File: src/rtl/if_fetch_ctrl.sv
// IF-stage sequencer: arbitrates branch/call/return redirects, inserts flush bubbles, applies stall/halt.
// Latency: control outputs are combinational from state and inputs, so IF acts on the same clock edge.
// Backpressure: stall holds the PC and withholds redirect acks; requesters keep their level until redir_ack.
module if_fetch_ctrl #(
    parameter int FLUSH_CYCLES = 1,
    parameter int CNT_W        = 16
) (
    input  logic             clk,
    input  logic             rst,
    input  logic             start,
    input  logic             stall,
    input  logic             br_req,
    input  logic             call_req,
    input  logic             ret_req,
    input  logic             halt_req,
    output logic             LRCR,
    output logic [1:0]       mux1CR,
    output logic             PCCR,
    output logic             redir_ack,
    output logic             if_valid,
    output logic             flush,
    output logic             busy,
    output logic             lr_valid,
    output logic             err,
    output logic [CNT_W-1:0] fetch_cnt
);

    typedef enum logic [1:0] {
        S_IDLE  = 2'd0,
        S_FETCH = 2'd1,
        S_FLUSH = 2'd2,
        S_HALT  = 2'd3
    } state_t;

    // PC source select encodings seen by IF
    localparam logic [1:0] PC_HOLD = 2'd0;
    localparam logic [1:0] PC_INC  = 2'd1;
    localparam logic [1:0] PC_TGT  = 2'd2;
    localparam logic [1:0] PC_LR   = 2'd3;

    // Bubble counter is loaded with one less than the bubble count; zero means last bubble.
    localparam logic [2:0]       FL_LOAD = 3'(FLUSH_CYCLES - 1);
    localparam logic [CNT_W-1:0] CNT_MAX = '1;

    state_t     state;
    state_t     state_nxt;
    logic [2:0] fl_cnt;
    logic [2:0] fl_cnt_nxt;
    logic       lr_valid_nxt;
    logic       err_nxt;

    // State, bubble counter, link-register tracking and sticky error
    always_ff @(posedge clk or negedge rst) begin
        if (!rst) begin
            state    <= S_IDLE;
            fl_cnt   <= 3'd0;
            lr_valid <= 1'b0;
            err      <= 1'b0;
        end else begin
            state    <= state_nxt;
            fl_cnt   <= fl_cnt_nxt;
            lr_valid <= lr_valid_nxt;
            err      <= err_nxt;
        end
    end

    // Per-cycle decision: next state and the IF control word
    always_comb begin
        state_nxt    = state;
        fl_cnt_nxt   = fl_cnt;
        lr_valid_nxt = lr_valid;
        err_nxt      = err;
        LRCR         = 1'b0;
        mux1CR       = PC_HOLD;
        PCCR         = 1'b0;
        redir_ack    = 1'b0;
        if_valid     = 1'b0;
        flush        = 1'b0;

        case (state)
            S_IDLE, S_HALT: begin
                // Resuming from HALT leaves the PC where it stopped.
                if (start) begin
                    state_nxt = S_FETCH;
                end
            end

            S_FETCH: begin
                if (halt_req) begin
                    state_nxt = S_HALT;
                end else if (stall) begin
                    // Hold PC; pending redirects stay un-acked and are retried.
                end else if (ret_req && lr_valid) begin
                    mux1CR       = PC_LR;
                    PCCR         = 1'b1;
                    redir_ack    = 1'b1;
                    flush        = 1'b1;
                    lr_valid_nxt = 1'b0;
                    fl_cnt_nxt   = FL_LOAD;
                    state_nxt    = S_FLUSH;
                end else begin
                    // A return with no live LR is an error but does not block a call/branch.
                    if (ret_req) begin
                        err_nxt = 1'b1;
                    end
                    if (call_req) begin
                        mux1CR       = PC_TGT;
                        PCCR         = 1'b1;
                        LRCR         = 1'b1;
                        redir_ack    = 1'b1;
                        flush        = 1'b1;
                        lr_valid_nxt = 1'b1;
                        fl_cnt_nxt   = FL_LOAD;
                        state_nxt    = S_FLUSH;
                    end else if (br_req) begin
                        mux1CR     = PC_TGT;
                        PCCR       = 1'b1;
                        redir_ack  = 1'b1;
                        flush      = 1'b1;
                        fl_cnt_nxt = FL_LOAD;
                        state_nxt  = S_FLUSH;
                    end else begin
                        mux1CR   = PC_INC;
                        PCCR     = 1'b1;
                        if_valid = 1'b1;
                    end
                end
            end

            S_FLUSH: begin
                // Requests, including halt, wait until the first FETCH cycle.
                flush = 1'b1;
                if (fl_cnt == 3'd0) begin
                    state_nxt = S_FETCH;
                end else begin
                    fl_cnt_nxt = fl_cnt - 3'd1;
                end
            end

            default: begin
                state_nxt = S_IDLE;
            end
        endcase
    end

    // Busy while sequencing instructions or bubbles
    always_comb begin
        busy = (state == S_FETCH) || (state == S_FLUSH);
    end

    // Saturating count of valid fetches
    always_ff @(posedge clk or negedge rst) begin
        if (!rst) begin
            fetch_cnt <= '0;
        end else if (if_valid && (fetch_cnt != CNT_MAX)) begin
            fetch_cnt <= fetch_cnt + 1'b1;
        end
    end

endmodule

File: config.mk
export PLATFORM = sky130hd
export DESIGN_NAME = if_fetch_ctrl
export DESIGN_NICKNAME = d
export VERILOG_FILES = /design/src/rtl/if_fetch_ctrl.sv
export SDC_FILE = /design/constraint.sdc
export NUM_CORES = 1
export LEC_CHECK = 0
export ABC_AREA = 1
export CORE_MARGIN = 3
export CORE_UTILIZATION = 45
export CTS_CLUSTER_SIZE = 25
export DETAILED_ROUTE_END_ITERATION = 16
export PLACE_DENSITY_LB_ADDON = 0.05
export RECOVER_POWER = 50
export SLEW_MARGIN = 40
export SYNTH_ARGS = -nofsm -noshare
export SYNTH_HDL_FRONTEND = slang
export SYNTH_SLANG_ARGS = --single-unit
File: constraint.sdc
create_clock -name clk -period 3 [get_ports clk]
set_input_delay 0.6 -clock clk [delete_from_list [all_inputs] [get_ports clk]]
set_output_delay 0.6 -clock clk [all_outputs]
set_load 0.005 [all_outputs]
# After elaboration in Yosys (flattened, before gate mapping)
# Cells that the tools add are included.
totals:
  inputBits: 8
  regBits: 23
  wordCells: 78
  out_inout_bits: 26
op_classes:
  n_mux: 44
  reduce_logical: 12
  n_eq_ne: 12
  add_sub_neg: 2
  bitwise: 3
ops:
  columns: ["cell", "n"]
  rows:
  - ["$mux 2", 13]
  - ["$mux 1", 22]
  - ["$mux 3", 6]
  - ["$add 16x1->16 const B", 1]
  - ["$ne 16x16->1 const B", 1]
  - ["$ne 2x2->1 const B", 5]
  - ["$reduce_and 5->1", 2]
  - ["$reduce_and 4->1", 2]
  - ["$pmux 2 s3", 1]
  - ["$pmux 3 s2", 1]
  - ["$ne 5x5->1 const B", 1]
  - ["$eq 2x2->1 const B", 2]
  - ["$ne 4x4->1 const B", 1]
  - ["$reduce_bool 2->1", 2]
  - ["$logic_not 3->1", 1]
  - ["$ne 3x3->1 const B", 1]
  - ["$not 1->1", 3]
  - ["$sub 3x1->3 const B", 1]
  - ["$eq 2x1->1 const B", 1]
  - ["$logic_and 1x1->1", 2]
  - ["$logic_not 2->1", 1]
  - ["$pmux 1 s2", 1]
  - ["$reduce_or 2->1", 1]
  - ["$logic_or 1x1->1", 1]

# Logic depth before layout (Yosys ltp)
depth:
  word_depth: 7
  mapped_depth: 9
  depth_no_buf: 9

# Worst setup path before layout
# Ideal clock, no wire load.
synth_timing:
  kind: "in2out"
  startpoint: "input stall"
  endpoint: "output flush"
  n_path_buf: 0
  stages: 5
  arrival_time_ns: 1.120
  required_ns: 2.400
  path_slack_ns: 1.280
  cell_sequence: "nor2_1 > nand2_2 > clkinv_2 > nand2_1 > a21oi_1"
synth_between:
  elab_chain_len: 3
synth_rtl:
  columns: ["element", "line", "rtl"]
  rows:
  - ["start: declaration", "11", "input logic stall,"]
  - ["$mux 1", "91", "end else if (stall) begin"]
  - ["$mux 1", "89", "if (halt_req) begin"]
  - ["$pmux 1 s2", "80", "case (state)"]
  - ["end: declaration", "21", "output logic flush,"]
# Every way passes these cells.

# Worst setup path after layout
layout_timing:
  startpoint: "input halt_req"
  endpoint: "output flush"
layout_between:
  elab_chain_len: 2
layout_rtl:
  columns: ["element", "line", "rtl"]
  rows:
  - ["start: declaration", "15", "input logic halt_req,"]
  - ["$mux 1", "89", null]
  - ["$pmux 1 s2", "80", null]
# Every way passes these cells.

==> flow_summary.toml <==
[power_and_ir_drop]
powerDensity_mw_per_mm2 = 579
ir_drop_mv = 0.324
leakagePower_uw = 0.000923

[timing]
fmax_ghz = 0.370
rsz0062_at_grt = "no"
slew_viol_final = 0
skew_ns = 0.00196
setup_tns_ns = 0
timing.hold.ws_ns = 0.497
slew_headroom_pct = 20.3
tightest_slew_ns = 1.20
period_needed_ns = 2.70
min_period_over_period_pct = 90.1
final-setup-viol-count = 0
finalHoldViolations = 0

[setup_path]
cp.required_ns = 2.40
r2r_end = "fetch_cnt[12]"
start_kind = "input pin"
endpoint_kind = "output pin"
crit_arrival_ns = 2.10
cp_max_fo = 6
r2r_setup_slack_ns = 1.20
rr_worst_depth = 8
crit_type = "input pin to output pin"
r2r_start = "fetch_cnt[0]"

[logic_synthesis]
synth_seq_cells = 23
synth_area_per_cell_um2 = 6.80
syn_area_mm2 = 0.00153
synth_area_leader_cell = "dfrtp_1"
yosysWarningCount = 0
yosysUniqueCellTypes = 22
synth_cells = 225
yosysSeqAreaShare_pct = 37.6
synth_top_area_share_pct = 37.6
synth_fp_nets = 238
synth_area_leaders = "dfrtp_1 (38%), nand2_1 (21%), inv_1 (8.8%)"

[run]
drv_cap = 0

[clocking]
cts_made_buffers = 3
clk_pin_slew_ns = 0.12
cts_resized = 0
clkSinkCount = 23
cts_tree = "yes"
cts_root_buf = "clkbuf_4"
hold_buffers = 0
clock_path_buffers = 2
postCtsSetupRepairBufs = 0
htreeDepth = 1
worstSkewPairLatency_ns = 0.31

[grt]
grt_pass1_wl_um = 5350
overflow = 0
grtUsageTotal_pct = 16.2
antenna_found_initial = 0
grt_pass1_vias = 1216
grt_max_degree = 24

[finish]
nFillCells = 309
syn_to_final_growth_pct = 24.9
mostFrequentLayoutCell = "nand2_1"
drive_gt1_share_pct = 5.36
final_cell_mix = "nand2_1 (87), inv_1 (36), clkdlybuf4s50_1 (30)"
multiInputGateArea_um2 = 778
finalNetCount = 275
antenna_cells = 0
regArea_um2 = 576

[detailed_routing]
drt-total-wl_um = 3080
vias = 1380
antenna_left = 0
viasPerCell = 4.52
wl_per_cell_um = 10.1
drtIter0Drc = 63
firstDrtPassIters = 5
drc = 0

[die]
die-area_mm2 = 0.00413
core_mm2 = 0.00315
row_count = 20
die_h_um = 64.3
start_util_pct = 48.5
dieWidth_um = 64.3
io_pins = 34

[place]
hpwl_um = 2470
gp_congestion = 0.790
portBuffers = 33

[outcome]
status = "finished clean"

[min_path]
hold_class = "flip-flop to flip-flop"
hold_start = "err"
holdPathEnd = "err"
whs_path_depth = 1
-- sequential cells by signal, indices dropped and copies added (netlist names) --
name / cells
lr_valid: 1
err: 1
fetch_cnt: 16
fl_cnt: 3
state: 2
-- layer usage --
| layer | wire length (um) | global-route usage, % | part of all wire (%) | vias up |
|---|---|---|---|---|
| li1 | - | - | - | 764 |
| met1 | 1610 | 24.0 | 52 | 589 |
| met2 | 1330 | 24.6 | 43 | 25 |
| met3 | 136 | 3.87 | 4.4 | 2 |
| met4 | 13 | 2.37 | 0.42 | 0 |
| met5 | 0 | 0 | 0 | - |
-- power by group --
part           leakage (uW)  internal [uW]  switching (uW)
logic              0.000609            259             242
registers          0.000299            390            74.2
clock network     0.0000150           51.9            88.8
total              0.000923            701             405
-- cells by family (layout without fill, tap and decap cells) --
| family | Yosys count | count (layout) | share of synthesized area [%] |
|---|---|---|---|
| AOI/OAI and AO/OA | 19 | 19 | 7.53 |
| xor gates and xnor gates | 5 | 5 | 2.86 |
| adders and majority gates | 5 | 5 | 4.09 |
| buffers and inverters | 39 | 75 | 10.6 |
| DFF | 23 | 23 | 37.6 |
| and+or+nand+nor | 134 | 134 | 37.2 |
-- final cells by class --
cell class / instances / share of cell area (%)
inverters: 37 / 7.34
flip-flops and latches: 23 / 30.1
multi-input cells: 163 / 40.8
well taps: 44 / 2.88
clock buffers: 4 / 1.38
repair buffers: 34 / 17.5
-- worst max-delay path, stage by stage --
cell             delay [ns]
clkdlybuf4s50_1        0.45
nor2_1                 0.10
nand2_1                0.11
clkinv_2               0.10
nand2_1                0.09
a21oi_1                0.14
clkdlybuf4s50_1        0.51
-- Yosys cell counts, drive strengths merged --
cell     n
a31o     1
nor3     2
a21boi   1
nand2   87
o21bai   1
dfrtp   23
or2      2
nand3   13
ha       5
nor2    25
o21ai   15
inv     36
xnor2    5
nand4    5
buf      2
clkinv   1
a21oi    1
-- how the worst max path moves through the flow --
stage	from	slack [ns]	to
after detailed placement	halt_req	0.27	flush
after global routing	call_req	0.18	if_valid
final	halt_req	0.30	flush
after CTS	halt_req	0.27	flush
after global placement	halt_req	0.30	flush
after floorplan	stall	1.28	flush
-- stage by stage --
step                setup slack [ns]  utilization [%]  std cells  total power [uW]  cell area [um^2]
detailed placement             0.273             60.2        301               992              1900
global route                   0.181             60.6        305              1210              1910
CTS                            0.272             61.1        305              1130              1930
floorplan                       1.28                -        225               756              1530
global placement               0.301             60.2        301               987              1900
finish                         0.298             60.6        305              1110              1910
Power figures use the tool's default switching activity.
==> patch, RTL diff (same flow settings) <==
Register the output `err` once more, without a reset; this adds one clock of latency there. The other outputs are not delayed to match.
--- a/src/rtl/if_fetch_ctrl.sv
+++ b/src/rtl/if_fetch_ctrl.sv
@@ -42,6 +42,8 @@
     localparam logic [2:0]       FL_LOAD = 3'(FLUSH_CYCLES - 1);
     localparam logic [CNT_W-1:0] CNT_MAX = '1;
 
+    logic err_s0;
+
     state_t     state;
     state_t     state_nxt;
     logic [2:0] fl_cnt;
@@ -55,12 +57,12 @@
             state    <= S_IDLE;
             fl_cnt   <= 3'd0;
             lr_valid <= 1'b0;
-            err      <= 1'b0;
+            err_s0   <= 1'b0;
         end else begin
             state    <= state_nxt;
             fl_cnt   <= fl_cnt_nxt;
             lr_valid <= lr_valid_nxt;
-            err      <= err_nxt;
+            err_s0   <= err_nxt;
         end
     end
 
@@ -69,7 +71,7 @@
         state_nxt    = state;
         fl_cnt_nxt   = fl_cnt;
         lr_valid_nxt = lr_valid;
-        err_nxt      = err;
+        err_nxt      = err_s0;
         LRCR         = 1'b0;
         mux1CR       = PC_HOLD;
         PCCR         = 1'b0;
@@ -157,5 +159,9 @@
         end
     end
 
+    always_ff @(posedge clk) begin
+        err <= err_s0;
+    end
+
 endmodule
 
Formal check against the unedited RTL: not equivalent (a bounded check fails within 4 cycles, from zero or initial values and one cycle with rst low).
==> patch against the original RTL <==
Combinational power rose by 20%. Sequential power rose by 9.5%. Routed wire length rose by 5.7%. Total power rose by 14%. Count of clock-buffer cells in the layout did not move. Sequential share of layout area fell by 0.36 points. Die area rose by 4.5%. Final area rose by 4.7%. Cell count rose by 1.6%. Setup slack got worse by 0.080 ns. Global-route usage rose by 0.69 points. Synthesized area rose by 4.9%. Sequential cell count rose by 1. Largest cell class unchanged.
==> patch: results (changes against the original RTL) <==
Synthesis:
- The post-synthesis async set-or-reset flop share came to 95.83% (was 100.0%).
- The average cell area after synthesis is 7.066 sq um (was 6.795 sq um).
- The count of unique library cells instantiated by Yosys is 23 (was 22).
- Most frequent cells after synthesis: 72 x sky130_fd_sc_hd__nand2_1, 39 x sky130_fd_sc_hd__inv_1, 23 x sky130_fd_sc_hd__dfrtp_1, 23 x sky130_fd_sc_hd__nor2_1, 13 x sky130_fd_sc_hd__nand2_2 (was 85 x sky130_fd_sc_hd__nand2_1, 36 x sky130_fd_sc_hd__inv_1, 23 x sky130_fd_sc_hd__dfrtp_1, 21 x sky130_fd_sc_hd__nor2_1).

Route:
- The total iterations of the first detailed-routing run is 4 (was 5).
- The wire length reported by the detailed router is 3.258 mm (was 3.081 mm).
- The number of vias after detailed routing came to 1450 (was 1380).
- The detail-routed net length per standard cell was 10.51 microns (was 10.10 microns).
- The first-iteration detailed-routing DRC count is 66 (was 63).

CTS:
- The clock reaches the later pin of the worst-skew pair after 0.32 ns.
- The number of buffers created by CTS is 3 (unchanged).

Global route:
- The met1 usage in global routing is 24.14% (was 24.00%).
- The met3 global-route usage is 4.444% (was 3.866%).
- The number of global-route vias before repair came to 1285 (was 1216).
- The met2 layer usage reported by global route is 25.53% (was 24.61%).
- The total routing usage reported by global routing is 16.93% (was 16.25%).
- The wire length of the first global-routing pass is 5.727 mm (was 5.354 mm).

Power and ir drop:
- The peak ir drop on the vdd network came to 0.3947 mV (was 0.3243 mV).
- The leakage power figure is 0.0009752 uW (was 0.0009232 uW).

Final layout:
- The fraction of final layout cells with drive strength greater than 1 is 11.36% (was 5.364%).
- The number of nets at the end of the flow came to 278 (was 275).
- The filler cell count is 336 (was 309).

Placed design:
- The final RePlAce weighted congestion is 0.7668 (was 0.7898).
- The placed wire-length estimate after detailed placement is 2.562 mm (was 2.465 mm).
- The post-detailed-placement cell area is 0.001979 sq mm (was 0.001899 sq mm).

STA:
- The final setup skew is 0.004398 ns (was 0.001959 ns).
- The transition time at the pin with the least slew margin is 1.220 ns (was 1.195 ns).

Setup path:
- The worst path arrival time is 2.18 ns (was 2.10 ns).

Status:
- Run status: finished, final reports clean (unchanged).
-- patch: kinds of logic (layout without fill, tap and decap cells) --
kind of cell	count (synthesis)	in the layout	synth area share [%]
xor+xnor	4	4	2.184
buf+inv	40	77	10.37
fa+ha+maj	5	5	3.900
flops	24	24	37.13
simple gates	134	134	38.61
compound gates	20	20	7.800
-- patch: path summary, 6_finish.rpt --
| path | startpoint | endpoint | slack (ns) | depth (start not counted) |
|---|---|---|---|---|
| min | err_s0 | err | 0.38 | 0 |
| min in group asynchronous | rst | lr_valid | 1.04 | 2 |
| max in group asynchronous | rst | fetch_cnt[10] | 1.24 | 2 |
| min reg2reg | err_s0 | err | 0.38 | 0 |
| max reg2reg | state[1] | fetch_cnt[11] | 1.23 | 8 |
| max | stall | flush | 0.22 | 5 |
-- patch: worst max-delay path: stages --
cell,delay (ns)
sky130_fd_sc_hd__dlygate4sd3_1,0.64
sky130_fd_sc_hd__nor2_8,0.19
sky130_fd_sc_hd__nand2_1,0.11
sky130_fd_sc_hd__a21oi_1,0.13
sky130_fd_sc_hd__clkdlybuf4s50_1,0.51
-- patch: area by class of cell --
class / count / area (sq um) / area share, %
Tap cell: 46 / 57.56 / 2.879
Timing Repair Buffer: 34 / 334.1 / 16.71
Sequential cell: 24 / 595.6 / 29.79
Multi-Input combinational cell: 163 / 839.6 / 41.99
Clock buffer: 4 / 26.28 / 1.314
Inverter: 39 / 146.4 / 7.322
-- patch: where the power goes --
group / switching, uW / total [uW] / internal [uW]
sequential: 85.3 / 508 / 423
clock: 96.7 / 149 / 52.1
combinational: 294 / 603 / 309
-- patch: routing by layer --
layer  part of all wire (%)  up-vias
li1                       -      766
met1                     54      651
met2                     41       29
met3                    3.6        4
met4                   0.98        0
met5                      0        -
